**src/rtl/lorenz_sample_tx.sv**
```systemverilog
// rtl/lorenz_sample_tx.sv - decimated x/y/z snapshot serialiser onto a byte valid/ready stream
// Optional trailing XOR checksum byte: define LORENZ_TX_CHECKSUM_EN.
module lorenz_sample_tx #(
  parameter int N       = 32,
  parameter int DECIM_W = 16
) (
  input  logic               clk,
  input  logic               reset,
  input  logic               run,
  input  logic               enable,
  input  logic [DECIM_W-1:0] decim,
  input  logic [N-1:0]       x,
  input  logic [N-1:0]       y,
  input  logic [N-1:0]       z,
  input  logic               clr_ovr,
  output logic [7:0]         tx_data,
  output logic               tx_valid,
  input  logic               tx_ready,
  output logic [15:0]        frame_count,
  output logic               overrun
);

  localparam int NB = N / 8;
`ifdef LORENZ_TX_CHECKSUM_EN
  localparam int FL = 2 + 3 * NB;
`else
  localparam int FL = 1 + 3 * NB;
`endif
  localparam int BW = $clog2(FL);

  typedef enum logic {IDLE, SEND} state_t;

  state_t             state;
  logic [DECIM_W-1:0] dcnt;
  logic [DECIM_W-1:0] dlim;
  logic [N-1:0]       sx, sy, sz;
  logic [BW-1:0]      bidx;
  logic [BW-1:0]      nidx;
  logic               tick, xfer, last, accept;
  logic [8*FL-1:0]    frame_w;
  logic [7:0]         fbytes [FL];

  function automatic logic [8*FL-1:0] frame_of(input logic [N-1:0] a, input logic [N-1:0] b,
                                               input logic [N-1:0] c);
    logic [8*FL-1:0] f;
`ifdef LORENZ_TX_CHECKSUM_EN
    logic [7:0] cs;
    cs = '0;
    for (int i = 0; i < NB; i++) cs = cs ^ a[8*i +: 8] ^ b[8*i +: 8] ^ c[8*i +: 8];
    f = {8'hA5, a, b, c, cs};
`else
    f = {8'hA5, a, b, c};
`endif
    return f;
  endfunction

  // decim == 0 behaves as 1, so the compare limit is never negative
  assign dlim   = (decim == '0) ? '0 : decim - 1'b1;
  assign tick   = run && enable && (dcnt == dlim);
  assign xfer   = tx_valid && tx_ready;
  assign last   = xfer && (bidx == BW'(FL - 1));
  assign accept = tick && ((state == IDLE) || last);
  assign nidx   = bidx + 1'b1;

  assign frame_w = frame_of(sx, sy, sz);

  always_comb begin
    for (int i = 0; i < FL; i++) fbytes[i] = frame_w[8*(FL-1-i) +: 8];
  end

  always_ff @(posedge clk) begin
    if (!reset) begin
      state       <= IDLE;
      dcnt        <= '0;
      sx          <= '0;
      sy          <= '0;
      sz          <= '0;
      bidx        <= '0;
      tx_valid    <= 1'b0;
      tx_data     <= 8'h00;
      frame_count <= '0;
      overrun     <= 1'b0;
    end else begin
      if (!(run && enable) || tick) dcnt <= '0;
      else                          dcnt <= dcnt + 1'b1;

      if (accept) begin
        sx <= x;
        sy <= y;
        sz <= z;
      end

      if (tick && !accept) overrun <= 1'b1;
      else if (clr_ovr)    overrun <= 1'b0;

      if (last) frame_count <= frame_count + 1'b1;

      case (state)
        IDLE: begin
          if (accept) begin
            state    <= SEND;
            bidx     <= '0;
            tx_valid <= 1'b1;
            tx_data  <= 8'hA5;
          end
        end
        SEND: begin
          if (xfer) begin
            if (last) begin
              bidx <= '0;
              if (accept) begin
                tx_data <= 8'hA5;
              end else begin
                state    <= IDLE;
                tx_valid <= 1'b0;
                tx_data  <= 8'h00;
              end
            end else begin
              // next byte comes from the current shadow; a capture only happens on the last byte
              bidx    <= nidx;
              tx_data <= fbytes[nidx];
            end
          end
        end
        default: state <= IDLE;
      endcase
    end
  end

endmodule
```
**config.mk**
```make
export PLATFORM = sky130hd
export DESIGN_NAME = lorenz_sample_tx
export DESIGN_NICKNAME = d
export VERILOG_FILES = /design/src/rtl/lorenz_sample_tx.sv
export SDC_FILE = /design/constraint.sdc
export NUM_CORES = 1
export LEC_CHECK = 0
export CAP_MARGIN = 20
export CORE_ASPECT_RATIO = 2
export CORE_MARGIN = 3
export CORE_UTILIZATION = 40
export DETAILED_ROUTE_END_ITERATION = 8
export PLACE_DENSITY_LB_ADDON = 0.2
export SLEW_MARGIN = 5
export SYNTH_ARGS = -nofsm -noshare
export SYNTH_HDL_FRONTEND = slang
export SYNTH_SLANG_ARGS = --single-unit
```
**constraint.sdc**
```tcl
create_clock -name clk -period 5.6 [get_ports clk]
set_clock_uncertainty 0.05 [all_clocks]
set_input_delay 0.84 -clock clk [delete_from_list [all_inputs] [get_ports clk]]
set_output_delay 0.84 -clock clk [all_outputs]
set_load 0.05 [all_outputs]
```
==> metrics.yaml, run 1 <==
placed_design:
  pre_cts_slack_ps: 800.8
  port_buffers: 143
  finalWeightedCongestion: 0.8690
  place_area_mm2: 0.009141
  dp_hpwl_um: 14600
logic_synthesis:
  synth.distinct_cells: 64
  synth.largest_area_cell: "dfxtp_1"
  synthTopCellsByArea: "dfxtp_1 (38%), mux2i_1 (13%), nand2_1 (12%)"
  syn_inst: 879
  syn_area_mm2: 0.007605
  yosys_warnings: 0
  yosys_register_bits: 143
  synth_ff_type: "dfxtp_1"
  syn_avg_cell_area_um2: 8.652
  yosysSeqAreaShare: 0.3764
  synth_top_area_frac: 0.3764
  synth-async-reset-ratio: 0
  synth_nets: 1002
  synth_edf_count: 0
pwr:
  intPower_w: 0.001751
  switching_share: 0.2307
  irDropWorstVdd_v: 0.0002098
  power_frac_comb: 0.078
  seqPwrFrac: 0.447
  leakagePower_nw: 3.192
  powerDensity_mw_per_mm2: 234.4
  p_sw_w: 0.0005252
  clkPwrFrac: 0.475
die:
  chipWidth_um: 103.5
  pin_count: 144
  initial_core_util: 0.4115
  die_h_um: 201.0
  die_area_mm2: 0.02080
  num_rows: 70
  core-area_mm2: 0.01848
grt:
  antenna_found_initial: 0
  grt_usage: 0.1931
  grt_pass1_vias: 6509
  grt_overflow: 0
  grt_pass1_wl_um: 32690
  grt_max_degree: 118
detailed_routing:
  routed_wl_um: 19690
  drt-initial-drc-count: 301
  vias: 6413
  postRouteAntennaNets: 0
  viasPerCell: 5.102
  wl_per_cell_um: 15.66
  drcViolationCount: 0
  drt_first_pass_iters: 5
sta:
  clock.fmax_ghz: 0.2247
  tightest_slew_ps: 1063
  fin_crit_ps: 4450
  finalSetupViolations: 0
  maxSlewHeadroom: 0.2911
  setup_ws_ps: 1150
  fin_crit_sh: 0.7946
  fin_tns_setup_ps: 0
  holdWs_ps: 403.6
  rsz0062_at_grt: "false"
  final_hold_viol_count: 0
  drv_slew: 0
cells_and_area:
  multiInputGateArea_mm2: 0.004388
  syn_to_final_growth_pct: 27.69
  final_cell_mix: "nand2_1 (245), dfxtp_1 (142), clkdlybuf4s50_1 (142), mux2i_1 (96), nand3_1 (45)"
  nets: 1115
  postLayoutCellArea_mm2: 0.009711
  seqCellArea_mm2: 0.002864
  fillers: 1771
  drive_gt1_frac: 0.08060
  mostFrequentLayoutCell: "nand2_1"
  diodes: 0
clock_tree:
  root_buffer: "clkbuf_16"
  clkTransAtPathRegs_ps: 60
  clk_latency_ps: 420
  ctsHoldBuffers: 0
  cts_tree: "yes"
  cts-resized-gates: 0
  htreeDepth: 4
  cts.sinks: 143
  cts_buffers: 17
  cts_buffer_depth: 2
  cts_setup_buffers: 0
critical_path:
  cp.arrival_ps: 4740
  cp-endpoint: "sx[21]"
  rr_worst_depth: 11
  critPathKind: "in -> reg"
  crit_path_max_fanout: 42
  reg2reg_from: "bidx[0]"
  setup.worst_path.start: "decim[12]"
  rr_endpoint: "tx_data[2]"
  critPathCaptureType: "flip-flop"
  rrSetupSlack_ps: 2060
  start_kind: "input pin"
  required_ps: 5890
outcome:
  outcome: "complete, no violations"
hold_path:
  hold_class: "reg -> reg"
job:
  maxCapViolCount: 0
==> Yosys cell counts (all sizes together), types with 6 or more instances <==
library cell	number
nand2	245
inv	9
dfxtp	143
o21ai	33
xor2	13
nor2b	6
mux4	16
nand3	46
xnor2	35
buf	17
and2	15
a21oi	15
mux2i	96
and3	7
o22ai	7
nand4	9
nor2	20
nor3	21
clkbuf	43
==> layout make-up <==
class                      count  share of cell area
tap                          252             0.03247
inverter                       9            0.003479
clock inverter                12             0.01160
multi-input combinational    667              0.4519
clock buffer                  20             0.04703
sequential                   143              0.2949
timing repair buffer         154              0.1586
==> state kept, by name, summed over array words and instances (netlist names) <==
name,flops
sz,32
frame_count,16
dcnt,16
overrun,1
tx_valid,1
sx,32
sy,32
tx_data,8
state,1
bidx,4
==> power groups by stage <==
stage | clock network [W] | logic (W) | registers, W
finish | 0.00108 | 0.000177 | 0.00102
global route | 0.00115 | 0.000193 | 0.00102
CTS | 0.00111 | 0.000178 | 0.00102
detailed placement | 0 | 0.000178 | 0.00104
global placement | 0 | 0.000178 | 0.00104
floorplan | 0 | 0.0000708 | 0.00104
==> worst max-delay path, cell delays in order <==
cell,delay [ps]
clkdlybuf4s50_1,560
nor4_1,670
nand4_1,350
a2111oi_0,450
a31oi_1,80
a311oi_1,310
o2111a_2,360
and2_4,470
buf_12,340
mux2i_1,240
==> how the worst min path moves through the flow <==
| stage | startpoint | endpoint | slack [ps] | cells after the start |
|---|---|---|---|---|
| final | sy[17] | sy[17] | 400 | 2 |
| after global routing | sy[21] | sy[21] | 420 | 2 |
| after CTS | sz[6] | sz[6] | 410 | 2 |
| after detailed placement | sz[16] | sz[16] | 400 | 2 |
| after global placement | sz[19] | sz[19] | 390 | 2 |
| after floorplan | sx[31] | sx[31] | 380 | 2 |
==> stage by stage <==
stage | std cells | util | total power [W]
floorplan | 879 | - | 0.001111
global placement | 1225 | 0.4947 | 0.001219
detailed placement | 1225 | 0.4947 | 0.001219
CTS | 1257 | 0.5255 | 0.002304
global route | 1257 | 0.5255 | 0.002362
finish | 1257 | 0.5255 | 0.002276
==> cells by family (layout without fill, tap and decap cells) <==
logic type	Yosys count	count (layout)	share of synthesized area
buffers and inverters	69	195	0.04788
DFF	143	143	0.3764
adders and majority gates	5	5	0.008226
muxes	117	117	0.1811
and+or+nand+nor	406	406	0.2530
AOI/OAI and AO/OA	90	90	0.07502
xor gates and xnor gates	49	49	0.05824
==> per-layer routing <==
metal / global-route usage / vias up / routed length [µm]
met4: 0.08749 / 0 / 716
met3: 0.03315 / 38 / 553
li1: - / 3259 / -
met1: 0.2028 / 2988 / 7507
met5: 0 / - / 0
met2: 0.3695 / 128 / 10910
Note: power is estimated with default switching activity, not from simulation.
==> inputs of run 2 (changes only) <==
clock period = 4 ns   (was 5.6 ns; I/O delays follow)
==> run 2 against run 1 <==
Against the previous run:
- count of clock-buffer cells in the layout rose by 1
- non-clock buffer count rose by 27
- flip-flop and latch count did not move
- final cell count rose by 2.1%
- sequential share of layout area fell by 0.85 points
- cell area rose by 3.0%
- register-to-register slack got worse by 840 ps
- via count rose by 2.0%
- worst setup slack got worse by 920 ps
- die area did not move
- first-iteration DRC count fell by 12%
- worst hold slack got worse by 1.5 ps
==> metrics.yaml, run 2 (synthesis results as in run 1) <==
pwr:
  seqPwrFrac: 0.415  # -0.032
  clkPwrFrac: 0.510  # +0.035
  leakagePower_nw: 3.385  # +6.0%
  power_frac_comb: 0.076  # -0.002
  switching_share: 0.2072  # -0.02346
  irDropWorstVdd_v: 0.0003119  # +49%
  powerDensity_mw_per_mm2: 343.7  # +47%
  p_total_w: 0.003436  # +51%
  p_sw_w: 0.0007122  # +36%
  intPower_w: 0.002724  # +56%
outcome:
  outcome: "complete, no violations"
detailed_routing:
  drcViolationCount: 0  # unchanged
  vias: 6544  # +2.0%
  drt_first_pass_iters: 5  # unchanged
  routed_wl_um: 20270  # +3.0%
  postRouteAntennaNets: 0  # unchanged
  drt-initial-drc-count: 265  # -12%
  wl_per_cell_um: 15.80  # +0.89%
  viasPerCell: 5.101  # about the same
die:
  die_area_mm2: 0.02080  # unchanged
  core-area_mm2: 0.01848  # unchanged
  initial_core_util: 0.4115  # unchanged
  num_rows: 70  # unchanged
  pin_count: 144  # unchanged
  chipWidth_um: 103.5  # unchanged
  die_h_um: 201.0  # unchanged
hold_path:
  hold_class: "reg -> reg"
critical_path:
  reg2reg_from: "bidx[0]"
  cp.arrival_ps: 4060  # -680 ps
  cp.buffers_inverters: 3  # +1
  worstPathCellList: "clkdlybuf4s50_1, nor4_1, buf_4, nand2b_1, o31ai_1, nand3_1, a211oi_1, o2111a_2, and2_4, buf_12, mux2i_1"
  rr_endpoint: "tx_data[0]"
  path_delay_family: "simple AND/OR/NAND/NOR gates"
  cp-endpoint: "sy[10]"
  required_ps: 4290  # -1600 ps
  crit_path_max_fanout: 32  # -24%
  critPathKind: "in -> reg"
  path_depth: 11  # +1
  slowest_stage: "nor4_1"
  critPathCaptureType: "flip-flop"
  start_kind: "input pin"
  setup.worst_path.start: "decim[7]"
  rrSetupSlack_ps: 1220  # -840 ps
  rr_worst_depth: 9  # -2
  cpPeakStageDelay_ps: 650  # -20 ps
sta:
  rsz0062_at_grt: "false"
  fin_tns_setup_ps: 0  # unchanged
  finalSetupViolations: 0  # unchanged
  maxSlewHeadroom: 0.3959  # +0.1048
  drv_slew: 0  # unchanged
  fin_crit_ps: 3767
  clock.fmax_ghz: 0.2655
  final_hold_viol_count: 0  # unchanged
  tightest_slew_ps: 897.9  # -165.5 ps
  fin_crit_sh: 0.9416
grt:
  grt_max_degree: 84  # -29%
  use_met1: 0.2023  # -0.0004848
  grt_overflow: 0  # unchanged
  grt_use_met2: 0.3779  # +0.008435
  grt_usage: 0.1953  # +0.002129
  grt_util_met3: 0.02961  # -0.003540
  grt_pass1_wl_um: 32820  # +0.40%
  grt-busiest-layer: "met2"
  antenna_found_initial: 0  # unchanged
  grt_pass1_vias: 6549  # +0.61%
clock_tree:
  cts_setup_buffers: 0  # unchanged
  root_buffer: "clkbuf_16"
  cts.sinks: 143  # unchanged
  ctsHoldBuffers: 0  # unchanged
  cts_buffer_depth: 2  # unchanged
  clk_latency_ps: 420  # about the same
  cts-resized-gates: 0  # unchanged
  htreeDepth: 4  # unchanged
  clkTransAtPathRegs_ps: 60  # about the same
  cts_buffers: 17  # unchanged
  cts_tree: "yes"
cells_and_area:
  fin_util: 0.5410  # +0.01550
  drive_gt1_frac: 0.1038  # +0.02319
  nets: 1142  # +2.4%
  top_regs: "sx x32, sy x32, sz x32"
  diodes: 0  # unchanged
  final_cell_mix: "nand2_1 (245), dfxtp_1 (142), clkdlybuf4s50_1 (142), mux2i_1 (96), nand3_1 (45)"
  syn_to_final_growth_pct: 31.46
  mostFrequentLayoutCell: "nand2_1"
placed_design:
  port_buffers: 143  # unchanged
  finalWeightedCongestion: 0.8730  # +0.46%
  dp_hpwl_um: 15200  # +4.1%
job:
  maxCapViolCount: 0  # unchanged
## run 2: cell count changes in the layout (fill, tap and decap cells not counted)
cell / delta
buf_4: +27
clkinv_2: +1
clkinvlp_4: -5
clkinv_4: -2
bufinv_16: +4
clkbuf_8: +1
## run 2: how the worst min path moves through the flow
| stage | depth (start not counted) | slack, ps | start | end |
|---|---|---|---|---|
| after floorplan | 2 | 380 | sx[31] | sx[31] |
| after global placement | 2 | 390 | sy[9] | sy[9] |
| after detailed placement | 2 | 390 | sz[20] | sz[20] |
| after CTS | 2 | 410 | sz[11] | sz[11] |
| after global routing | 2 | 420 | sy[26] | sy[26] |
| final | 2 | 400 | sz[11] | sz[11] |
## run 2: power groups by stage
stage          Sequential [W]  Combinational (W)  Clock [W]
2_1_floorplan         0.00146          0.0000992          0
3_5_place_dp          0.00146           0.000261          0
4_1_cts               0.00143           0.000262    0.00179
3_3_place_gp          0.00146           0.000262          0
6_report              0.00143           0.000260    0.00175
5_1_grt               0.00143           0.000282    0.00184
## run 2: tightest hold or removal path, stage by stage (launching register included)
cell and delay [ps]:
dfxtp_1 300, nand2_1 50, mux2i_1 50
## run 2: through the flow
| step | instances | setup WS [ps] | area [µm²] | hold slack, ps |
|---|---|---|---|---|
| after global routing | 1283 | 99.93 | 9997 | 420.2 |
| after floorplan | 879 | 678.5 | 7605 | 381.3 |
| after detailed placement | 1252 | -74.54 | 9344 | 394.8 |
| after CTS | 1283 | 305.3 | 9997 | 406.6 |
| after global placement | 1252 | -56.85 | 9344 | 388.2 |
| final | 1283 | 233.4 | 9997 | 402.1 |
## run 2: cell type report
type	instances	area (µm²)
clock buffers	21	470.5
clock inverters	10	182.7
fillers	1777	8483
inverters	9	33.78
multi-input cells	667	4388
flip-flops and latches	143	2864
well taps	252	315.3
repair buffers	181	1743
## run 2: metal layers
layer | part of all wire | up-vias
met3 | 0.030 | 36
met5 | 0 | -
li1 | - | 3319
met2 | 0.56 | 144
met4 | 0.034 | 0
met1 | 0.37 | 3045
==> inputs of run 3 (changes only) <==
SETUP_SLACK_MARGIN = 0.05   (was not set)
==> results of run 3 <==
The final DEF is identical to that of run 2; final timing and power are the same.
